$ cat config.mk
export PLATFORM = sky130hd
export DESIGN_NAME = mult_div_unit
export DESIGN_NICKNAME = d
export VERILOG_FILES = /design/src/rtl/mult_div_unit.sv
export SDC_FILE = /design/constraint.sdc
export NUM_CORES = 1
export LEC_CHECK = 0
export BUFFER_PORTS_ARGS = -buffer_cell sky130_fd_sc_hd__buf_2
export CAP_MARGIN = 30
export CORE_MARGIN = 2
export CORE_UTILIZATION = 40
export DETAILED_ROUTE_END_ITERATION = 8
export SKIP_CTS_REPAIR_TIMING = 1
export SYNTH_ARGS = -nofsm -noshare
export SYNTH_HDL_FRONTEND = slang
export SYNTH_SLANG_ARGS = --single-unit
$ cat constraint.sdc
create_clock -name clk -period 8.1 [get_ports clk]
set_input_delay 0 -clock clk [delete_from_list [all_inputs] [get_ports clk]]
set_output_delay 0 -clock clk [all_outputs]
set_load 0.05 [all_outputs]
$ cat src/rtl/mult_div_unit.sv
// -----------------------------------------------------------------------------
// mult_div_unit
//
// Iterative multiply/divide unit with architectural HI/LO registers. Operands
// come straight from the register-file read ports (rs_data, rt_data). One
// operation takes a fixed 33 clock edges after the start edge: 32 single-bit
// iterations (CALC) followed by one sign-correction/write-back edge (FIX).
//
// Ports
//   clk      in   rising-edge clock
//   rst_n    in   asynchronous active-low reset
//   start    in   launch an operation (honoured only while idle)
//   op       in   00=MULT 01=MULTU 10=DIV 11=DIVU
//   rs_data  in   operand A (multiplicand / dividend)
//   rt_data  in   operand B (multiplier / divisor)
//   mthi     in   write wb_data to HI (idle only, dropped if start is high)
//   mtlo     in   write wb_data to LO (idle only, dropped if start is high)
//   wb_data  in   data for mthi/mtlo
//   hi       out  HI register (product upper half / remainder)
//   lo       out  LO register (product lower half / quotient)
//   busy     out  registered, high while an operation is in flight
//   done     out  registered one-cycle pulse when an operation updates hi/lo
// -----------------------------------------------------------------------------
module mult_div_unit #(
  parameter int WIDTH = 32,
  parameter int CNT_W = 6
) (
  input  logic             clk,
  input  logic             rst_n,
  input  logic             start,
  input  logic [1:0]       op,
  input  logic [WIDTH-1:0] rs_data,
  input  logic [WIDTH-1:0] rt_data,
  input  logic             mthi,
  input  logic             mtlo,
  input  logic [WIDTH-1:0] wb_data,
  output logic [WIDTH-1:0] hi,
  output logic [WIDTH-1:0] lo,
  output logic             busy,
  output logic             done
);

  // Counter value at which the final iteration is performed.
  localparam logic [CNT_W-1:0] CNT_LAST = CNT_W'(WIDTH - 1);
  localparam logic [CNT_W-1:0] CNT_ONE  = {{(CNT_W-1){1'b0}}, 1'b1};

  typedef enum logic [1:0] {
    ST_IDLE = 2'b00,
    ST_CALC = 2'b01,
    ST_FIX  = 2'b10
  } state_t;

  state_t               state_r;
  state_t               state_s;

  // Latched operation context; signedness is folded into the sign flags.
  logic                 op_div_r;
  logic                 sign_a_r;
  logic                 sign_b_r;
  logic [WIDTH-1:0]     a_r;        // |rs| (or raw rs for unsigned ops)
  logic [WIDTH-1:0]     b_r;        // |rt| (or raw rt for unsigned ops)
  logic [2*WIDTH-1:0]   acc_r;      // multiply: {partial, multiplier}; divide: {remainder, quotient}
  logic [CNT_W-1:0]     cnt_r;

  logic [WIDTH-1:0]     hi_r;
  logic [WIDTH-1:0]     lo_r;
  logic                 busy_r;
  logic                 done_r;

  // Start-edge operand conditioning.
  logic                 start_signed_s;
  logic                 start_sign_a_s;
  logic                 start_sign_b_s;
  logic [WIDTH-1:0]     start_mag_a_s;
  logic [WIDTH-1:0]     start_mag_b_s;

  // Single iteration datapath.
  logic [WIDTH:0]       mul_addend_s;
  logic [WIDTH:0]       mul_sum_s;
  logic [WIDTH:0]       div_shift_s;
  logic [WIDTH:0]       div_diff_s;
  logic                 div_ge_s;
  logic [2*WIDTH-1:0]   acc_step_s;

  // Final sign-corrected results.
  logic [2*WIDTH-1:0]   prod_s;
  logic [WIDTH-1:0]     quot_s;
  logic [WIDTH-1:0]     rem_s;
  logic [WIDTH-1:0]     fix_hi_s;
  logic [WIDTH-1:0]     fix_lo_s;

  // Two's complement negation of an operand-width value.
  function automatic logic [WIDTH-1:0] negate(input logic [WIDTH-1:0] v);
    return ~v + {{(WIDTH-1){1'b0}}, 1'b1};
  endfunction

  // Two's complement negation of a double-width value.
  function automatic logic [2*WIDTH-1:0] negate_wide(input logic [2*WIDTH-1:0] v);
    return ~v + {{(2*WIDTH-1){1'b0}}, 1'b1};
  endfunction

  assign hi   = hi_r;
  assign lo   = lo_r;
  assign busy = busy_r;
  assign done = done_r;

  // Next-state logic for the IDLE -> CALC -> FIX -> IDLE sequence.
  always_comb begin
    state_s = state_r;
    case (state_r)
      ST_IDLE: begin
        if (start) begin
          state_s = ST_CALC;
        end else begin
          state_s = ST_IDLE;
        end
      end
      ST_CALC: begin
        if (cnt_r == CNT_LAST) begin
          state_s = ST_FIX;
        end else begin
          state_s = ST_CALC;
        end
      end
      ST_FIX: begin
        state_s = ST_IDLE;
      end
      default: begin
        state_s = ST_IDLE;
      end
    endcase
  end

  // State register.
  always_ff @(posedge clk or negedge rst_n) begin
    if (!rst_n) begin
      state_r <= ST_IDLE;
    end else begin
      state_r <= state_s;
    end
  end

  // Operand magnitudes and sign flags captured on the start edge.
  always_comb begin
    start_signed_s = ~op[0];
    start_sign_a_s = start_signed_s & rs_data[WIDTH-1];
    start_sign_b_s = start_signed_s & rt_data[WIDTH-1];
    if (start_sign_a_s) begin
      start_mag_a_s = negate(rs_data);
    end else begin
      start_mag_a_s = rs_data;
    end
    if (start_sign_b_s) begin
      start_mag_b_s = negate(rt_data);
    end else begin
      start_mag_b_s = rt_data;
    end
  end

  // One iteration: shift-add multiply or restoring divide on magnitudes.
  always_comb begin
    if (acc_r[0]) begin
      mul_addend_s = {1'b0, a_r};
    end else begin
      mul_addend_s = {(WIDTH+1){1'b0}};
    end
    mul_sum_s   = {1'b0, acc_r[2*WIDTH-1:WIDTH]} + mul_addend_s;
    // Remainder shifted left with the next dividend bit brought in.
    div_shift_s = {acc_r[2*WIDTH-1:WIDTH], acc_r[WIDTH-1]};
    div_diff_s  = div_shift_s - {1'b0, b_r};
    div_ge_s    = (div_shift_s >= {1'b0, b_r});
    if (op_div_r) begin
      if (div_ge_s) begin
        acc_step_s = {div_diff_s[WIDTH-1:0], acc_r[WIDTH-2:0], 1'b1};
      end else begin
        acc_step_s = {div_shift_s[WIDTH-1:0], acc_r[WIDTH-2:0], 1'b0};
      end
    end else begin
      // Carry-out of the add lands in the top bit as the pair shifts right.
      acc_step_s = {mul_sum_s, acc_r[WIDTH-1:1]};
    end
  end

  // Sign correction applied on the FIX edge.
  always_comb begin
    if (sign_a_r ^ sign_b_r) begin
      prod_s = negate_wide(acc_r);
    end else begin
      prod_s = acc_r;
    end
    quot_s = acc_r[WIDTH-1:0];
    rem_s  = acc_r[2*WIDTH-1:WIDTH];
    if (op_div_r) begin
      if (b_r == {WIDTH{1'b0}}) begin
        // Divide by zero: return the dividend exactly as it was presented.
        if (sign_a_r) begin
          fix_hi_s = negate(a_r);
        end else begin
          fix_hi_s = a_r;
        end
        fix_lo_s = {WIDTH{1'b1}};
      end else begin
        if (sign_a_r ^ sign_b_r) begin
          fix_lo_s = negate(quot_s);
        end else begin
          fix_lo_s = quot_s;
        end
        // Remainder takes the sign of the dividend (truncating division).
        if (sign_a_r) begin
          fix_hi_s = negate(rem_s);
        end else begin
          fix_hi_s = rem_s;
        end
      end
    end else begin
      fix_hi_s = prod_s[2*WIDTH-1:WIDTH];
      fix_lo_s = prod_s[WIDTH-1:0];
    end
  end

  // Operation context, accumulator and iteration counter.
  always_ff @(posedge clk or negedge rst_n) begin
    if (!rst_n) begin
      op_div_r <= 1'b0;
      sign_a_r <= 1'b0;
      sign_b_r <= 1'b0;
      a_r      <= {WIDTH{1'b0}};
      b_r      <= {WIDTH{1'b0}};
      acc_r    <= {(2*WIDTH){1'b0}};
      cnt_r    <= {CNT_W{1'b0}};
    end else begin
      case (state_r)
        ST_IDLE: begin
          if (start) begin
            op_div_r <= op[1];
            sign_a_r <= start_sign_a_s;
            sign_b_r <= start_sign_b_s;
            a_r      <= start_mag_a_s;
            b_r      <= start_mag_b_s;
            // Upper half cleared; lower half seeded with multiplier or dividend.
            if (op[1]) begin
              acc_r <= {{WIDTH{1'b0}}, start_mag_a_s};
            end else begin
              acc_r <= {{WIDTH{1'b0}}, start_mag_b_s};
            end
            cnt_r <= {CNT_W{1'b0}};
          end
        end
        ST_CALC: begin
          acc_r <= acc_step_s;
          cnt_r <= cnt_r + CNT_ONE;
        end
        ST_FIX: begin
          cnt_r <= {CNT_W{1'b0}};
        end
        default: begin
          cnt_r <= {CNT_W{1'b0}};
        end
      endcase
    end
  end

  // HI/LO registers: written by a finished operation or by mthi/mtlo when idle.
  always_ff @(posedge clk or negedge rst_n) begin
    if (!rst_n) begin
      hi_r <= {WIDTH{1'b0}};
      lo_r <= {WIDTH{1'b0}};
    end else begin
      if (state_r == ST_FIX) begin
        hi_r <= fix_hi_s;
        lo_r <= fix_lo_s;
      end else if ((state_r == ST_IDLE) && !start) begin
        if (mthi) begin
          hi_r <= wb_data;
        end
        if (mtlo) begin
          lo_r <= wb_data;
        end
      end
    end
  end

  // Registered status outputs.
  always_ff @(posedge clk or negedge rst_n) begin
    if (!rst_n) begin
      busy_r <= 1'b0;
      done_r <= 1'b0;
    end else begin
      busy_r <= (state_s != ST_IDLE);
      done_r <= (state_r == ST_FIX);
    end
  end

endmodule
==> results of run 1 <==
==> state kept, by name, indices dropped and copies added, names as in the netlist <==
signal	cells
cnt_r	6
acc_r	64
hi	32
busy	1
a_r	32
state_r	2
sign_a_r	1
op_div_r	1
sign_b_r	1
done	1
lo	32
b_r	32
==> critical path, stage by stage (launching register included) <==
cell	delay (ps)
dfrtp_1	540
ha_1	450
and3_1	230
nand4_1	210
a211oi_1	380
o41ai_1	170
a31oi_1	420
a221o_1	270
a21o_1	670
buf_4	400
nor2_1	80
a211oi_1	250
a211oi_1	90
==> path summary, 6_finish.rpt <==
kind                            startpoint    endpoint  slack, ps  depth (start not counted)
worst max-delay path             acc_r[40]   acc_r[61]       3780                         12
worst min-delay path                 op[0]     a_r[31]        -90                          3
worst max register to register   acc_r[40]   acc_r[61]       3780                         12
worst min register to register    cnt_r[5]  state_r[1]        490                          1
max in group asynchronous            rst_n      a_r[3]       6720                          3
min in group asynchronous            rst_n        done         60                          2
==> kinds of logic after synthesis <==
family,count (synthesis),synth area share (%)
buffers and inverters,223,4.88
AOI/OAI and AO/OA,690,24.6
adders and majority gates,72,5.23
and+or+nand+nor,719,20.1
muxes,104,6.45
DFF,205,29.3
xor gates and xnor gates,189,9.45
==> cells in the mapped netlist, drive strengths merged, types with 41 or more instances <==
library cell    n
a21oi         162
xor2           86
ha             70
inv            73
xnor2         103
a22oi          48
nor2          141
mux2i          96
nor3           51
dfrtp         205
nand2         257
clkbuf        127
nand3          52
a211oi         41
o21ai         223
and2           48
==> area by class of cell <==
| cell class | instances | area, um2 | share of cell area (%) |
|---|---|---|---|
| antenna | 1 | 2.50 | 0.0122 |
| clock buffer | 30 | 664 | 3.23 |
| clock inverter | 13 | 179 | 0.870 |
| inverter | 73 | 274 | 1.33 |
| multi-input combinational | 1774 | 11600 | 56.3 |
| sequential | 205 | 5130 | 24.9 |
| tap | 585 | 732 | 3.56 |
| timing repair buffer | 287 | 2010 | 9.79 |
==> per-layer routing <==
layer	routed length, um	share of wire [%]	GRT usage (%)	vias up
li1	-	-	-	8312
met1	29800	44	40.9	8671
met2	30600	45	45.8	758
met3	5280	7.8	5.03	103
met4	1900	2.8	8.05	0
met5	0	0	0	-
==> where the power goes <==
part | total [mW] | internal [mW] | switching, mW | leakage [nW]
registers | 2.10 | 1.36 | 0.737 | 2.44
logic | 4.33 | 1.73 | 2.60 | 5.92
clock network | 1.19 | 0.711 | 0.477 | 0.416
total | 7.61 | 3.79 | 3.82 | 8.77
==> per-stage QoR <==
stage,hold WS [ps],instances
after floorplan,-296,2202
after global placement,79.7,2828
after detailed placement,96.6,2830
after CTS,-487,2873
after global routing,4.96,2967
final,-89.5,2968
==> cell usage in the layout, fill, tap and decap left out, types with 52 or more instances in the layout <==
cell type      Yosys  routed
buf_2              7     167
dfrtp_1          205     203
nor2_1           141     138
a21oi_1          162     162
xor2_1            86      85
nand3_1           52      52
dlygate4sd3_1      0      92
nand2_1          257     256
inv_1             73      73
xnor2_1          103     102
ha_1              70      70
mux2i_1           96      96
o21ai_0          221     221
==> parameters.txt, run 1 <==
Parameter                              Value

Outcome
  Status    finished with violations
  Failing checks    negative hold slack

Drt
  Initial DRC Count    1806
  Routed Antenna Nets    0
  Average wire length per cell after detail routing    22.8 um
  Initial DRT Pass Iterations    6
  Vias after detailed routing    17800
  Vias per Instance    6.01
  DRC violations left    0
  Final WL    67600 um

Synthesis
  Number of enable flip-flop cells after synthesis    0
  Fraction of synthesized cell area taken by the top area cell type    29.3%
  Avg Synthesized Cell Area    7.95 um2
  Sequential fraction of the synthesis area    29.3%
  Post-synth cell types    77
  Synthesized instance count    2202
  Predominant post-synthesis flop cell    dfrtp_1
  Summed instance area of the synthesized netlist    17500 um2
  Synth async-reset ratio    100%
  Total number of yosys warnings    0
  Ranking of synthesized cells by area    dfrtp_1, o21ai_0, nand2_1
  Dominant cell type by area after synthesis    dfrtp_1
  Number of synthesized register bits    205
  Net count after synthesis    2377

Critical path
  Arrival time at the worst endpoint    4710 ps
  Peak fanout along the critical path    19
  Crit Path Category    reg2reg
  Required time reported for the critical path endpoint    8490 ps
  Kind of end point of the critical path    flip-flop
  Crit start category    flip-flop

Place
  Half-perimeter wire length after placement    51300 um
  Final estimated routing congestion in global placement    0.959
  Area after detailed placement    18800 um2
  Pre-CTS setup slack    3890 ps
  IO Port Bufs    168

Pwr
  Static leakage    8.77 nW
  Sum of internal, switching and leakage power    7.61 mW
  IR Drop Worst-Case VDD    0.139 mV
  Cell Pwr Density    370 nW/um2

Clock network
  Clock sink count    205
  Clock latency on the worst-skew pair    550 ps
  CTS tree    built
  Reg clk slew, reported paths    60 ps
  Deepest clock path buffer count    3
  Clk root buf    clkbuf_16
  Clock H-tree levels    1
  Clock buffer count from CTS    25

GRT
  Overall routing resource usage    29.1%
  Wire length of the first global-routing pass    101000 um
  Number of global-route vias before repair    16700
  Remaining global-route overflow    0
  Initial antenna violation count    3
  Largest net degree at the start of global routing    112

STA
  # setup viols final    0
  Total count of max-transition violations in the final report    0
  Final period util    53.3%
  Worst slack on hold paths    -89.5 ps
  Setup slack of the critical path after layout    3780 ps
  Worst clock skew    11.9 ps
  Max-Slew Margin vs Limit    30.6%
  Measured slew at the worst slew-check pin    1040 ps
  Maximum achievable frequency    0.232 GHz
  Setup repair after global routing missed its margin    false
  Min Tclk post-route    4320 ps
  Final hold vios    3
  Final-layout setup total negative slack    0 ps

Finish
  Finished layout cell area    20600 um2
  Synth-to-layout area growth    17.5%
  Final design utilization    47.7%
  Number of fill cells    4317
  Fraction of final layout cells with drive strength greater than 1    11.7%
  Layout Nets    2541

Floorplanning
  Die Span X    213 um
  Num rows    76
  Initial core utilization    40.6%
  Die span in y    213 um
  Die footprint    45500 um2
  Top-level I/O count    169
  Area of the core    43200 um2

Flow run
  Max-cap check violation count    0

Min path
  HP Class    in2reg
Power figures use the tool's default switching activity.
==> inputs of run 2 (changes only) <==
- ABC_AREA: not set -> 1
- clock period: 8.1 -> 4.5 ns (I/O delays scaled with it)
==> parameters.txt, run 2 <==
Parameter                              Value

Pwr
  Clock Power Share    10.9%
  Cell Pwr Density    867 nW/um2
  Internal power of the cells    8.59 mW
  Portion of total power attributed to combinational logic    69.4%
  Sw frac    59.2%
  IR Drop Worst-Case VDD    0.504 mV
  Sequential share of power    19.7%
  Static leakage    12.1 nW
  Sum of internal, switching and leakage power    21.1 mW
  Switch Pwr    12.5 mW

Clock network
  Clock buffer count from CTS    25
  Clock H-tree levels    1
  Clock sink count    205
  Clk root buf    clkbuf_16
  Clock latency on the worst-skew pair    570 ps
  Reg clk slew, reported paths    60 ps
  Deepest clock path buffer count    3
  CTS tree    built

Critical path
  Arrival time at the worst endpoint    3800 ps
  Reg-to-reg startpoint    acc_r[0]
  Crit Path Category    reg2reg
  Crit start category    flip-flop
  Peak fanout along the critical path    31
  Kind of end point of the critical path    flip-flop
  Required time reported for the critical path endpoint    4950 ps
  Beginning of the critical path    acc_r[0]

Finish
  Max reg flops    64
  Diode insertion count for antenna repair    0
  Synth-to-layout area growth    16.2%
  Register bank with the most flops    acc_r
  Number of fill cells    5610
  Final design utilization    47.2%
  Finished layout cell area    24300 um2
  Layout Nets    3955
  Fraction of final layout cells with drive strength greater than 1    8.42%
  Most common cell after layout, fill and taps aside    nand2_1
  Final cell count without fillers    4479
  Leading cell types in the layout, fill and taps excluded    nand2_1, nor2_1, nand3_1

GRT
  Remaining global-route overflow    0
  Overall routing resource usage    33.0%
  Number of global-route vias before repair    22300
  Largest net degree at the start of global routing    107
  Initial antenna violation count    1
  Wire length of the first global-routing pass    136000 um

Synthesis
  Net count after synthesis    3752
  Dominant combinational cell family by area after synthesis    simple AND/OR/NAND/NOR gates
  Synthesized-area fraction occupied by adder cells    4.38%
  Count leader, synth    nand2_1
  Simple logic cell fraction of the synthesized area    43.0%
  Post-synthesis mux area share    0%
  Fraction of synthesized cell area taken by the top area cell type    24.5%
  Synth async-reset ratio    100%
  Area share of xor/xnor cells in the synthesized design    3.64%
  Synthesized instance count    3577
  Sequential fraction of the synthesis area    24.5%
  Ranking of synthesized cells by area    dfrtp_1, nand2_1, nand3_1
  Predominant post-synthesis flop cell    dfrtp_1
  Number of enable flip-flop cells after synthesis    0
  Total number of yosys warnings    0
  Avg Synthesized Cell Area    5.84 um2
  Share of the synthesized area in compound gates (AO/OA/AOI/OAI)    14.3%
  Summed instance area of the synthesized netlist    20900 um2
  Dominant cell type by area after synthesis    dfrtp_1
  Leading cell types by count after synthesis    nand2_1, nor2_1, nand3_1
  Post-synth cell types    54
  Number of synthesized register bits    205

Place
  Pre-CTS setup slack    1280 ps
  Placed instance count    4335
  Final estimated routing congestion in global placement    1.01
  Area after detailed placement    22400 um2
  Half-perimeter wire length after placement    71800 um
  IO Port Bufs    168

Floorplanning
  Top-level I/O count    169
  Die Span X    233 um
  Die footprint    54100 um2
  Initial core utilization    40.6%
  Die span in y    233 um
  Area of the core    51500 um2
  Num rows    83

STA
  Measured slew at the worst slew-check pin    1030 ps
  Setup slack of the critical path after layout    1150 ps
  Final hold vios    12
  Final period util    74.4%
  Max-Slew Margin vs Limit    31.5%
  Worst clock skew    13.5 ps
  Maximum achievable frequency    0.299 GHz
  Min Tclk post-route    3350 ps
  Worst slack on hold paths    -48.1 ps
  # setup viols final    0
  Setup repair after global routing missed its margin    false
  Total count of max-transition violations in the final report    0
  Final-layout setup total negative slack    0 ps

Drt
  Final WL    92100 um
  Vias after detailed routing    25000
  Initial DRT Pass Iterations    6
  Average wire length per cell after detail routing    20.6 um
  Vias per Instance    5.58
  DRC violations left    0
  Routed Antenna Nets    0
  Initial DRC Count    3013

Min path
  HP Class    in2reg
  Start point of the worst hold path    rt_data[26]

Outcome
  Status    finished with violations
  Failing checks    negative hold slack

Flow run
  Max-cap check violation count    0
==> run 2: cell count changes after synthesis, moves of 30 or more <==
cell      before   now
nand2_1      257  1102
nand3_1       52   414
inv_1         73   402
nor2_1       141   440
mux2i_1       96     0
xnor2_1      103    15
nand4_1       15    66
clkbuf_1     126    78
and2_1        46     2
a211oi_1      40     0
a22oi_1       48     9
and3_1        30     0
==> run 2: worst max-delay path: stages (launching register included) <==
cell and delay [ps]:
dfrtp_1 600, buf_4 410, nand2_1 160, fa_1 470, o21ai_0 270, inv_1 120, o21ai_0 650, nand2_1 150
nand3_1 110, nand3_1 70, nand2_1 70, inv_1 50, nand2_1 50, nand2_1 40
==> run 2: kinds of logic after synthesis <==
kind of cell / after synthesis
AOI/OAI and AO/OA: 546
and+or+nand+nor: 2124
DFF: 205
buffers and inverters: 543
xor gates and xnor gates: 87
adders and majority gates: 72
==> run 2: layer usage <==
| layer | track usage, % | routed length (um) | vias to the layer above |
|---|---|---|---|
| li1 | - | - | 12000 |
| met1 | 46.4 | 39600 | 11500 |
| met2 | 49.9 | 39900 | 1225 |
| met3 | 5.58 | 8230 | 198 |
| met4 | 13.7 | 4330 | 2 |
| met5 | 0 | 18 | - |
==> run 2: worst paths after layout <==
check | end | slack [ps] | cells after the start
setup / recovery | acc_r[51] | 1150 | 13
hold / removal | b_r[26] | -50 | 5
setup reg to reg | acc_r[51] | 1150 | 13
hold reg to reg | state_r[1] | 440 | 1
max in group asynchronous | op_div_r | 3510 | 3
min in group asynchronous | lo[22] | -30 | 2
==> run 2: layout make-up <==
type / instances / area [um2] / area share (%)
repair buffers: 302 / 2150 / 8.87
clock inverters: 14 / 219 / 0.901
flip-flops and latches: 205 / 5130 / 21.1
well taps: 680 / 851 / 3.50
multi-input cells: 2829 / 13700 / 56.3
inverters: 417 / 1570 / 6.46
clock buffers: 32 / 702 / 2.89
==> run 2: power by group through the flow <==
stage / registers (mW) / clock network, mW / logic (mW)
2_1_floorplan: 4.51 / 0 / 9.36
4_1_cts: 4.09 / 2.31 / 14.2
3_3_place_gp: 4.12 / 0 / 14.2
5_1_grt: 4.22 / 2.37 / 16.2
3_5_place_dp: 4.12 / 0 / 14.2
6_report: 4.16 / 2.29 / 14.6
